**src/rtl/axis_ps_to_pl.sv**
```systemverilog
// Narrow-to-256-bit AXI-Stream packer: collects 256/DATA_WIDTH input beats
// little-endian into one registered output word on a single clock.
module axis_ps_to_pl #(
   parameter int DATA_WIDTH = 32
) (
   input  logic                  pl_clk,
   input  logic                  rst,
   input  logic [DATA_WIDTH-1:0] s_axis_tdata,
   input  logic                  s_axis_tvalid,
   output logic                  s_axis_tready,
   output logic [255:0]          m_axis_tdata,
   output logic                  m_axis_tvalid,
   input  logic                  m_axis_tready
);

   localparam int RATIO = 256 / DATA_WIDTH;
   localparam int CW    = (RATIO > 1) ? $clog2(RATIO) : 1;
   localparam logic [CW-1:0] LAST = CW'(RATIO - 1);

   if (256 % DATA_WIDTH != 0) begin : g_bad_width
      $error("axis_ps_to_pl: DATA_WIDTH must divide 256");
   end

   logic [CW-1:0] r_cnt;
   logic [255:0]  r_acc;
   logic [255:0]  r_data;
   logic          r_valid;

   logic          w_last;
   logic          w_accept;
   logic [255:0]  w_word;

   // Only the closing beat waits on the output register; earlier beats always
   // fit in the accumulator, so the source is never stalled mid-group.
   assign w_last        = (r_cnt == LAST);
   assign s_axis_tready = rst || !(w_last && r_valid && !m_axis_tready);
   assign w_accept      = s_axis_tvalid && s_axis_tready;

   // NOTE: every variable written here gets a default first so no latch is inferred.
   always_comb begin
      w_word = r_acc;
      w_word[(RATIO-1)*DATA_WIDTH +: DATA_WIDTH] = s_axis_tdata;
   end

   // NOTE: sequential state uses non-blocking assignments only, so all registers
   // update together from pre-edge values.
   always_ff @(posedge pl_clk) begin
      if (rst) begin
         // NOTE: the accumulator is reset too, so a discarded partial group can
         // never leak stale beats into a later word.
         r_cnt   <= '0;
         r_acc   <= '0;
         r_data  <= '0;
         r_valid <= 1'b0;
      end else begin
         if (m_axis_tready) begin
            r_valid <= 1'b0;
         end
         if (w_accept) begin
            if (w_last) begin
               // A load on the same edge as a drain overrides the clear above.
               r_data  <= w_word;
               r_valid <= 1'b1;
               r_cnt   <= '0;
            end else begin
               for (int k = 0; k < RATIO - 1; k++) begin
                  if (r_cnt == CW'(k)) begin
                     r_acc[k*DATA_WIDTH +: DATA_WIDTH] <= s_axis_tdata;
                  end
               end
               r_cnt <= r_cnt + 1'b1;
            end
         end
      end
   end

   assign m_axis_tdata  = r_data;
   assign m_axis_tvalid = r_valid;

endmodule

```
**config.mk**
```make
export PLATFORM = sky130hd
export DESIGN_NAME = axis_ps_to_pl
export DESIGN_NICKNAME = d
export VERILOG_FILES = /design/src/rtl/axis_ps_to_pl.sv
export SDC_FILE = /design/constraint.sdc
export NUM_CORES = 1
export LEC_CHECK = 0
export BUFFER_PORTS_ARGS = -buffer_cell sky130_fd_sc_hd__buf_2
export CAP_MARGIN = 10
export CORE_UTILIZATION = 36
export DETAILED_ROUTE_END_ITERATION = 10
export SLEW_MARGIN = 20
export SYNTH_ARGS = -nofsm -noshare
export SYNTH_HDL_FRONTEND = slang
export SYNTH_SLANG_ARGS = --single-unit
```
**constraint.sdc**
```tcl
create_clock -name pl_clk -period 2.4 [get_ports pl_clk]
set_input_delay 0.12 -clock pl_clk [delete_from_list [all_inputs] [get_ports pl_clk]]
set_output_delay 0.12 -clock pl_clk [all_outputs]
set_load 0.005 [all_outputs]
```
==> impl_metrics.json <==
{
  "most_frequent_standard_cell_in_the_layout_excluding_fill_and_tap_cells": "nand2_1",
  "cts-buffers-inserted": 50,
  "clock_sink_count": 484,
  "dr.pass1.iters": 5,
  "uppermost_layer_routed": "met4",
  "final_max_slew_viol_count": 0,
  "maxCapViolations": 0,
  "chip_width_um": 222,
  "globalRouteTotalUtil_pct": 17.9,
  "placeableCoreArea_mm2": 0.0477,
  "floorplan.die.height_um": 222,
  "floorplan.initialDensity_pct": 36.5,
  "grt_overflow": 0,
  "power.density_cell_area_mw_per_mm2": 770,
  "vdd_ir_drop_max_mv": 0.487,
  "drt_first_iter_violations": 640,
  "timing.critical_path.slowest_stage_cell": "buf_4",
  "yosys-mux-area-fraction_pct": 25.7,
  "worst_setup_path_end_kind": "flip-flop",
  "synth_fa_ha_area_share_pct": 0.430,
  "post_syn_area_per_cell_um2": 10.3,
  "setup_viol": 0,
  "hold_viol": 0,
  "mostFrequentLayoutCells": "nand2_1 (576), dfxtp_1 (484), mux2i_1 (448)",
  "timing.critical_path.cells": "ha_1 > ha_1 > nor2b_1 > buf_4 > nand3_2 > buf_4 > mux2i_1",
  "die-area_mm2": 0.0494,
  "place_congestion": 0.759,
  "start_kind": "flip-flop",
  "switching_share_of_power_pct": 21.9,
  "cts_htree_levels": 2,
  "netlist_top_cells_area": "dfxtp_1 (56%), mux2i_1 (26%), nand2_1 (12%)",
  "routedLengthMet1_mm": 21.4,
  "route.detailed.wl_per_inst_um": 17.1,
  "cellLeakagePower_nw": 10.8,
  "seqPwrFrac_pct": 49.3,
  "pre_cts_ws_ps": 388,
  "post-layout-total-power_mw": 16.6,
  "synthCells": 1690,
  "synth_area_mm2": 0.0174,
  "syn2layout_area_growth_pct": 23.5,
  "critical_path.n_buffers_inverters": 2,
  "final_net_count": 2033,
  "yosys.cell_types.count": 25,
  "fraction_of_final_layout_cells_with_drive_strength_greater_than_1_pct": 20.7,
  "dominant_combinational_cell_family_by_area_after_synthesis": "multiplexers",
  "fmax_ghz": 0.493,
  "ys.warnings.count": 0,
  "grt_antenna_before_repair": 0,
  "timing.slew.headroom_pct": 59.0,
  "drc": 0,
  "cts.path.max_buffers": 3,
  "final_period_minus_worst_setup_slack_ps": 2030,
  "worst_path_dominant_cell_family": "buffers and inverters",
  "yosysSeqAreaShare_pct": 55.5,
  "postSynth.topFlopCell": "dfxtp_1",
  "seqCellArea_mm2": 0.00969,
  "run_status": "completed",
  "vias_in_the_first_global_route": 12300,
  "multi_input_area_mm2": 0.00707,
  "intPower_mw": 13.0,
  "comb_pwr_share_pct": 4.2,
  "num-fill-cells": 4468,
  "netSwitchingPower_mw": 3.63,
  "via_count_of_the_routed_design": 12500,
  "synth_edf_count": 0,
  "fin_tns_setup_ps": 0,
  "post-route-period-util_pct": 84.6,
  "io-pin-count": 294,
  "met2_length_mm": 20.3,
  "cp.arrival_ps": 2520,
  "synth.net_count": 1732,
  "worst-path-max-fanout": 24,
  "criticalPathCategory": "flip-flop to flip-flop",
  "num_rows": 80,
  "grt_setup_unrepaired": "false",
  "grt_start_max_net_pins": 68,
  "tritoncts": "yes",
  "clk_transition_reported_paths_ps": 60,
  "ys_async_rst_share_pct": 0,
  "cts_root_buf": "clkbuf_16",
  "insertion_delay_ps": 580,
  "worst_slew_pin_slew_ps": 614,
  "critPathMaxStageDelay_ps": 430,
  "post_cts_resize_count": 0,
  "netlist.area_leader.share_pct": 55.5,
  "detail_route.vias_per_cell": 4.75,
  "hold_class": "primary input to flip-flop",
  "final.setup_skew_ps": 19.2,
  "post-cts-setup-buffer-count": 0,
  "grt_pass1_wl_mm": 69.3,
  "power_frac_clock_pct": 46.5,
  "place.port_buffers": 293,
  "synthXorXnorAreaFrac_pct": 0,
  "sum_of_routed_wire_length_over_all_layers_mm": 45.1,
  "setup_ws_ps": 370,
  "worst_ep_required_time_ps": 2890,
  "area_fraction_in_and_or_nand_and_nor_cells_after_synthesis_pct": 13.2,
  "hpwlAfterDp_mm": 29.9,
  "cell_type_with_the_highest_aggregate_area_in_the_netlist": "dfxtp_1",
  "synth_seq_cells": 484,
  "antenna_left": 0,
  "wl_met3_mm": 2.59,
  "synth_compound_area_share_pct": 1.12
}
## worst register-to-register path: stages (launching register included)
cell and delay, ps:
dfxtp_1 390, ha_1 200, ha_1 290, nor2b_1 90, buf_4 180, nand3_2 80
buf_4 430, mux2i_1 280
## through the flow
| step | std cells | hold WS (ps) | util, % | instance area, um2 |
|---|---|---|---|---|
| 5_1_grt | 2641 | 38.0 | 45.1 | 21600 |
| 3_5_place_dp | 2520 | 384 | 41.0 | 19600 |
| 3_3_place_gp | 2520 | 376 | 41.0 | 19600 |
| 6_report | 2642 | 44.9 | 45.1 | 21600 |
| 2_1_floorplan | 1690 | 256 | - | 17400 |
| 4_1_cts | 2641 | 14.0 | 45.1 | 21600 |
## logic make-up (layout without fill, tap and decap cells)
| kind of cell | count (synthesis) | in the layout |
|---|---|---|
| buffers and inverters | 120 | 456 |
| adder cells (fa/ha/maj) | 6 | 6 |
| flip-flops | 484 | 484 |
| multiplexers | 448 | 448 |
| AO/OA/AOI/OAI | 38 | 38 |
| other | 0 | 1 |
| AND/OR/NAND/NOR | 594 | 594 |
## worst paths after layout
| kind | startpoint | to | slack, ps | cells after the start |
|---|---|---|---|---|
| setup / recovery | r_cnt[0] | r_acc[81] | 370 | 7 |
| hold / removal | rst | r_acc[114] | 40 | 2 |
| setup reg to reg | r_cnt[0] | r_acc[81] | 370 | 7 |
| hold reg to reg | m_axis_tdata[8] | m_axis_tdata[8] | 450 | 2 |
## power by group through the flow
stage          clock (mW)  combinational, mW  sequential (mW)
2_1_floorplan           0              0.413             8.34
3_3_place_gp            0              0.649             8.35
3_5_place_dp            0              0.660             8.35
4_1_cts              7.92              0.703             8.17
5_1_grt              8.25              0.754             8.18
6_report             7.71              0.699             8.17
## cell usage after synthesis (2+ instances only)
library cell	instances
nand3_2	5
a21oi_1	35
buf_6	24
dfxtp_1	484
and3_1	3
ha_1	6
buf_4	8
nand3_1	3
nand2_1	576
clkbuf_1	62
inv_2	2
buf_2	21
mux2i_1	448
inv_1	2
## flip-flops by register name, summed over array words and instances, names as in the netlist
signal and flops:
m_axis_tdata 256, m_axis_tvalid 1, r_acc 224, r_cnt 3
## per-layer routing
| metal | global-route usage [%] | vias to the layer above |
|---|---|---|
| li1 | - | 6179 |
| met5 | 0 | - |
| met3 | 4.40 | 53 |
| met2 | 28.1 | 282 |
| met4 | 4.37 | 0 |
| met1 | 24.5 | 6026 |
## what timing repair did
action,CTS,global route
setup endpoints to repair,0,0
hold buffers,34,0
endpoints found under the hold margin,36,0
## area by class of cell
type / instances / area share, %
Sequential cell: 484 / 45.0
Multi-Input combinational cell: 1086 / 32.8
Timing Repair Buffer: 365 / 10.9
Clock buffer: 72 / 6.84
Tap cell: 615 / 3.57
Clock inverter: 15 / 0.772
Inverter: 4 / 0.104
Antenna cell: 1 / 0.0116
No activity file was read; power rests on OpenSTA's default activity.
